File: config.mk
export PLATFORM = sky130hd
export DESIGN_NAME = rx_pkt_fifo_arb
export DESIGN_NICKNAME = d
export VERILOG_FILES = /design/src/rtl/rx_pkt_fifo_arb.sv
export SDC_FILE = /design/constraint.sdc
export NUM_CORES = 1
export LEC_CHECK = 0
export CAP_MARGIN = 20
export CORE_AREA = 2 2 141 143
export CTS_BUF_LIST = sky130_fd_sc_hd__clkbuf_16
export CTS_CLUSTER_DIAMETER = 150
export DETAILED_ROUTE_END_ITERATION = 8
export DIE_AREA = 0 0 143 145
export HOLD_SLACK_MARGIN = 0.15
export MAX_ROUTING_LAYER = met4
export PLACE_DENSITY = 0.7
export SETUP_SLACK_MARGIN = 0.02
export SYNTH_ARGS = -nofsm -noshare
export SYNTH_HDL_FRONTEND = slang
export SYNTH_SLANG_ARGS = --single-unit
File: constraint.sdc
create_clock -name clk_sys_i -period 2.4 [get_ports clk_sys_i]
set_input_delay 0.24 -clock clk_sys_i [delete_from_list [all_inputs] [get_ports clk_sys_i]]
set_output_delay 0.24 -clock clk_sys_i [all_outputs]
set_load 0.01 [all_outputs]
File: src/rtl/rx_pkt_fifo_arb.sv
// rx_pkt_fifo_arb: packet-atomic round-robin drain of PORTS showahead RX
// FIFOs into one 64-bit packet stream, cleaning malformed FIFO content.
//
// Ports:
//   clk_sys_i, rst_i        clock, synchronous active-high reset
//   pkt_avail_i/pkt_*_i     per-FIFO head word (slice i belongs to FIFO i)
//   fifo_rd_req_o           combinational pop strobe, one-hot or zero
//   pkt_*_o, pkt_val_o      registered output word, held until pkt_ready_i
//   pkt_port_o              source FIFO of the current output word
//   orphan_drop_o           one-cycle pulse per discarded orphan fragment
//
// Build option: define RX_ARB_TIMEOUT_EN to abandon ports that stall for
// TIMEOUT cycles inside a packet; without it a stalled port holds the grant.

module rx_pkt_fifo_arb #(
  parameter int PORTS   = 4,
  parameter int PORT_W  = $clog2(PORTS),
  parameter int TIMEOUT = 1024
) (
  input  logic                clk_sys_i,
  input  logic                rst_i,
  input  logic [PORTS-1:0]    pkt_avail_i,
  input  logic [PORTS*64-1:0] pkt_data_i,
  input  logic [PORTS-1:0]    pkt_sop_i,
  input  logic [PORTS-1:0]    pkt_eop_i,
  input  logic [PORTS*3-1:0]  pkt_mod_i,
  input  logic [PORTS-1:0]    pkt_crc_err_i,
  output logic [PORTS-1:0]    fifo_rd_req_o,
  output logic [63:0]         pkt_data_o,
  output logic                pkt_sop_o,
  output logic                pkt_eop_o,
  output logic [2:0]          pkt_mod_o,
  output logic                pkt_crc_err_o,
  output logic [PORT_W-1:0]   pkt_port_o,
  output logic                pkt_val_o,
  input  logic                pkt_ready_i,
  output logic                orphan_drop_o
);

  if (PORTS < 2 || PORTS > 8 || TIMEOUT < 2) begin : g_cfg_err
    $error("rx_pkt_fifo_arb: unsupported PORTS/TIMEOUT");
  end

  typedef enum logic [1:0] {
    IDLE,
    XFER,
    FLUSH,
    TERM
  } state_t;

  state_t            state, state_n;
  logic [PORT_W-1:0] grant, grant_n;
  logic [PORT_W-1:0] rr_ptr, rr_n;
  logic [PORT_W-1:0] grant_nxt;
  logic [PORT_W-1:0] pick;
  logic              pick_vld;
  logic              in_pkt, in_pkt_n;
  logic              pop, fwd, load_term;
  logic              out_free;

  logic              h_avail;
  logic [63:0]       h_data;
  logic              h_sop;
  logic              h_eop;
  logic [2:0]        h_mod;
  logic              h_crc;

  assign out_free = !pkt_val_o || pkt_ready_i;

  assign grant_nxt = (grant == PORT_W'(PORTS - 1)) ?
                     '0 : grant + 1'b1;

  // Head word of the granted FIFO.
  always_comb begin
    h_avail = 1'b0;
    h_data  = '0;
    h_sop   = 1'b0;
    h_eop   = 1'b0;
    h_mod   = '0;
    h_crc   = 1'b0;
    for (int i = 0; i < PORTS; i++) begin
      if (grant == i[PORT_W-1:0]) begin
        h_avail = pkt_avail_i[i];
        h_data  = pkt_data_i[i*64 +: 64];
        h_sop   = pkt_sop_i[i];
        h_eop   = pkt_eop_i[i];
        h_mod   = pkt_mod_i[i*3 +: 3];
        h_crc   = pkt_crc_err_i[i];
      end
    end
  end

  // First non-empty FIFO at or after rr_ptr, wrapping at PORTS.
  always_comb begin
    logic [PORT_W:0] s;
    pick_vld = 1'b0;
    pick     = '0;
    for (int k = 0; k < PORTS; k++) begin
      s = {1'b0, rr_ptr} + k[PORT_W:0];
      if (s >= (PORT_W+1)'(PORTS))
        s = s - (PORT_W+1)'(PORTS);
      if (!pick_vld && pkt_avail_i[s[PORT_W-1:0]]) begin
        pick_vld = 1'b1;
        pick     = s[PORT_W-1:0];
      end
    end
  end

  always_comb begin
    fifo_rd_req_o = '0;
    for (int i = 0; i < PORTS; i++)
      fifo_rd_req_o[i] = pop && (grant == i[PORT_W-1:0]);
  end

`ifdef RX_ARB_TIMEOUT_EN
  logic [15:0] idle_cnt;
  logic        term_flush, term_flush_n;
  logic        stalled, tmo;

  assign stalled = (state == XFER || state == FLUSH) && !h_avail;
  assign tmo     = stalled && (idle_cnt == 16'(TIMEOUT - 1));

  always_ff @(posedge clk_sys_i) begin
    if (rst_i) begin
      idle_cnt   <= '0;
      term_flush <= 1'b0;
    end else begin
      term_flush <= term_flush_n;
      if (pop || state == IDLE || state == TERM)
        idle_cnt <= '0;
      else if (stalled)
        idle_cnt <= idle_cnt + 16'd1;
    end
  end
`endif

  always_comb begin
    state_n       = state;
    grant_n       = grant;
    rr_n          = rr_ptr;
    in_pkt_n      = in_pkt;
    pop           = 1'b0;
    fwd           = 1'b0;
    load_term     = 1'b0;
    orphan_drop_o = 1'b0;
`ifdef RX_ARB_TIMEOUT_EN
    term_flush_n  = term_flush;
`endif
    unique case (state)
      IDLE: begin
        in_pkt_n = 1'b0;
        if (pick_vld) begin
          grant_n = pick;
          state_n = XFER;
        end
      end
      XFER: begin
`ifdef RX_ARB_TIMEOUT_EN
        if (tmo) begin
          if (in_pkt) begin
            term_flush_n = 1'b1;
            state_n      = TERM;
          end else begin
            rr_n    = grant_nxt;
            state_n = IDLE;
          end
        end else
`endif
        if (!in_pkt) begin
          if (h_avail && out_free) begin
            pop = 1'b1;
            if (h_sop) begin
              fwd      = 1'b1;
              in_pkt_n = 1'b1;
              if (h_eop) begin
                rr_n    = grant_nxt;
                state_n = IDLE;
              end
            end else if (h_eop) begin
              // Single-word orphan: dropped without moving rr_ptr.
              orphan_drop_o = 1'b1;
              state_n       = IDLE;
            end else begin
              state_n = FLUSH;
            end
          end
        end else if (h_avail) begin
          if (h_sop) begin
            // Missing eop: the new sop stays in the FIFO.
            state_n = TERM;
          end else if (out_free) begin
            pop = 1'b1;
            fwd = 1'b1;
            if (h_eop) begin
              rr_n    = grant_nxt;
              state_n = IDLE;
            end
          end
        end
      end
      TERM: begin
        if (out_free) begin
          load_term = 1'b1;
`ifdef RX_ARB_TIMEOUT_EN
          term_flush_n = 1'b0;
          if (term_flush) begin
            state_n = FLUSH;
          end else begin
            rr_n    = grant_nxt;
            state_n = IDLE;
          end
`else
          rr_n    = grant_nxt;
          state_n = IDLE;
`endif
        end
      end
      FLUSH: begin
`ifdef RX_ARB_TIMEOUT_EN
        if (tmo) begin
          rr_n    = grant_nxt;
          state_n = IDLE;
        end else
`endif
        if (h_avail) begin
          if (h_sop) begin
            orphan_drop_o = 1'b1;
            state_n       = IDLE;
          end else begin
            pop = 1'b1;
            if (h_eop) begin
              orphan_drop_o = 1'b1;
              rr_n          = grant_nxt;
              state_n       = IDLE;
            end
          end
        end
      end
      default: state_n = IDLE;
    endcase
  end

  always_ff @(posedge clk_sys_i) begin
    if (rst_i) begin
      state  <= IDLE;
      grant  <= '0;
      rr_ptr <= '0;
      in_pkt <= 1'b0;
    end else begin
      state  <= state_n;
      grant  <= grant_n;
      rr_ptr <= rr_n;
      in_pkt <= in_pkt_n;
    end
  end

  always_ff @(posedge clk_sys_i) begin
    if (rst_i) begin
      pkt_data_o    <= '0;
      pkt_sop_o     <= 1'b0;
      pkt_eop_o     <= 1'b0;
      pkt_mod_o     <= '0;
      pkt_crc_err_o <= 1'b0;
      pkt_port_o    <= '0;
      pkt_val_o     <= 1'b0;
    end else if (fwd) begin
      pkt_data_o    <= h_data;
      pkt_sop_o     <= h_sop;
      pkt_eop_o     <= h_eop;
      pkt_mod_o     <= h_mod;
      pkt_crc_err_o <= h_crc;
      pkt_port_o    <= grant;
      pkt_val_o     <= 1'b1;
    end else if (load_term) begin
      pkt_data_o    <= '0;
      pkt_sop_o     <= 1'b0;
      pkt_eop_o     <= 1'b1;
      pkt_mod_o     <= '0;
      pkt_crc_err_o <= 1'b1;
      pkt_port_o    <= grant;
      pkt_val_o     <= 1'b1;
    end else if (out_free) begin
      pkt_val_o     <= 1'b0;
    end
  end

endmodule
==> metrics.md <==
| Metric | Value |
|---|---|
| Largest net degree at the start of global routing | `112` |
| Warnings from Yosys | `0` |
| Mapped Nets | `1036` |
| Die span in y | `145 µm` |
| TritonCTS buffer count | `9` |
| Worst-path clk slew | `60 ps` |
| Status | `finished with violations` |
| Max Slew Vio Count | `0` |
| Fin. Hold Viols | `0` |
| Leading area contributor after synthesis | `dfxtp_1` |
| CP endpoint | `fifo_rd_req_o[0]` |
| Fin area | `10420 µm²` |
| Worst Path Required | `2160 ps` |
| Slew Limit Headroom | `0.3956` |
| Post-route minimum period | `2532 ps` |
| Lkg Pwr | `3.802 nW` |
| Area fraction of the dominant cell type after synthesis | `0.2878` |
| Comb power frac | `0.530` |
| Vias in the first global route | `6476` |
| Layout area overhead | `87.28%` |
| Ys flop type | `dfxtp_1` |
| Psw | `2.269 mW` |
| Period utilization | `1.055` |
| Post-Route WL | `24.20 mm` |
| Crit. End Element | `output pin` |
| Via count | `6868` |
| Clock Power Share | `0.217` |
| First-pass GRT wire length | `34.20 mm` |
| Share of layout cells above drive strength 1 | `0.1355` |
| WHS | `457.9 ps` |
| Maximum vdd drop | `387.8 µV` |
| Drt initial violations | `339` |
| Most frequent cell after synthesis | `a21oi_1` |
| TritonRoute pass-1 iters | `4` |
| Synth area leaders | `dfxtp_1 29%, a21oi_1 18%, nand3b_1 9.0%` |
| Final Skew | `11.07 ps` |
| Asr flop ratio synth | `0` |
| Cell count after synthesis | `741` |
| CTS HTree Levels | `3` |
| Nets | `1397` |
| Antenna-violating nets left | `0` |
| Reg2reg end | `state[0]` |
| Post-detail-place hpwl | `17.05 mm` |
| CP Launch Type | `flop` |
| Netlist cell types | `52` |
| CTS Root Cell | `clkbuf_16` |
| Flop pwr share | `0.252` |
| Final setup margin | `-132.1 ps` |
| DRC Markers | `0` |
| Seq cells post-synth | `80` |
| Clock buffer depth | `2` |
| Remaining Overflow, GRT | `0` |
| Port Buf Inserts | `364` |
| Clock sinks | `80` |
| Synth top cells by count | `204 x a21oi_1, 80 x dfxtp_1, 75 x nor2_1` |
| Int Pwr | `3.938 mW` |
| Total track usage | `0.2143` |
| Sw Share | `0.3656` |
| DP Area | `9659 µm²` |
| Total negative setup slack | `-492.5 ps` |
| Initial Util | `0.2898` |
| Die Wd | `143 µm` |
| Crit-path max FO | `4` |
| Count of final setup violators | `5` |
| Post-synthesis sequential area ratio | `0.2878` |
| Diodes inserted | `0` |
| RSZ-0062 raised after global routing | `yes` |
| Fillers | `1797` |
| I/O pins | `365` |
| Max_cap viols | `0` |
| Core Footprint | `19210 µm²` |
| R2R cell count | `11` |
| GPL Wtd Cong | `0.8936` |
| Worst flop-to-flop path startpoint | `grant[0]` |
| Fmax | `394.9 MHz` |
| Worst R2R Setup Slack | `50 ps` |
| TritonCTS clock tree | `yes` |
| Worst setup path start | `grant[0]` |
| Antenna violations before repair | `0` |
| Power per cell area | `595.5 nW/µm²` |
| WL/cell | `17.64 µm` |
| Number of enable flip-flop cells after synthesis | `0` |
| Crit path DAT | `2290 ps` |
| Num rows | `51` |
| Mapped Area | `5565 µm²` |
| Worst-Margin Slew | `906.6 ps` |
| Die Footprint | `20740 µm²` |
| Hold crit path type | `reg2reg` |
| Failing checks | `negative setup slack` |
| Crit Path Class | `reg2out` |
| Worst-Skew Late Latency | `340 ps` |
| Via-to-Cell Ratio | `5.006` |
| Mean area per synthesized cell | `7.511 µm²` |
==> routing by layer <==
layer  vias up  global-route usage  routed length (µm)
li1       3407                   -                   -
met1      3154              0.2384                9782
met2       263              0.3699               11900
met3        44             0.05578                1802
met4         0             0.07178                 712
met5         -                   -                   0
==> worst min-delay path by stage <==
stage                    start  cells past startpoint  slack, ps              to
3_5_place_dp    pkt_data_o[14]                      1        450  pkt_data_o[14]
6_report         pkt_data_o[2]                      1        460   pkt_data_o[2]
4_1_cts         pkt_data_o[16]                      1        460  pkt_data_o[16]
2_1_floorplan  pkt_data_i[254]                      2        410  pkt_data_o[62]
5_1_grt         pkt_data_o[23]                      1        480  pkt_data_o[23]
3_3_place_gp    pkt_data_o[33]                      1        440  pkt_data_o[33]
==> critical path, cell delays in order, from the launching register on <==
cell      delay [ps]
dfxtp_4          360
buf_6            120
ha_4             150
nand3b_1         190
a221oi_4         310
nand2_1          120
a21o_1           200
a21boi_2         110
buf_4            140
and2_1           120
buf_2            120
==> cell usage in the layout (no fill, tap or decap), types with 11 or more instances in the layout <==
master / instances
dfxtp_1: 79
nand3b_1: 67
buf_4: 38
a21oi_1: 204
nor2_1: 75
inv_1: 11
clkbuf_16: 14
nand2_1: 74
clkdlybuf4s50_1: 359
o2bb2ai_1: 24
o2bb2ai_2: 41
==> what timing repair did <==
item,4_1_cts,5_1_grt
endpoints found under the setup margin,14,82
cloned,0,9
hold buffers,0,0
gates resized for setup,36,36
pin swaps,7,11
buffers inserted,7,5
==> power by group through the flow <==
| stage | Clock (mW) | Combinational (mW) | Sequential (mW) |
|---|---|---|---|
| after floorplan | 0 | 1.66 | 1.63 |
| after global placement | 0 | 2.98 | 1.58 |
| after detailed placement | 0 | 3.01 | 1.58 |
| after CTS | 1.40 | 3.11 | 1.56 |
| after global routing | 1.45 | 3.60 | 1.58 |
| final | 1.35 | 3.29 | 1.57 |
==> state kept, by name (all words and copies together), names as in the netlist <==
name	count
in_pkt	1
state	2
pkt_port_o	2
pkt_crc_err_o	1
pkt_sop_o	1
pkt_val_o	1
pkt_data_o	64
rr_ptr	2
grant	2
pkt_eop_o	1
pkt_mod_o	3
==> final cells by class <==
cell class              instances  area (µm²)  share of cell area
repair buffers                422        4307              0.4132
flip-flops and latches         80        1605              0.1540
multi-input cells             579        3851              0.3695
inverters                      10       37.54            0.003601
clock inverters                 7       65.06            0.006242
well taps                     265       331.6             0.03181
clock buffers                   9       225.2             0.02161
==> kinds of logic after synthesis <==
logic type,share of synthesized area
mux,0.005621
compound gates,0.3815
fa+ha+maj,0.01799
buf+inv,0.06722
simple gates,0.2399
flops,0.2878
==> stage by stage <==
stage	util	total power, mW	worst slack (ps)	cells
5_1_grt	0.5426	6.635	-231.7	1372
3_5_place_dp	0.5029	4.594	-330.2	1341
6_report	0.5426	6.207	-132.1	1372
2_1_floorplan	-	3.282	199.6	741
4_1_cts	0.5225	6.068	-187.2	1364
3_3_place_gp	0.5029	4.561	-286.7	1341
(Power assumes the default switching activity.)
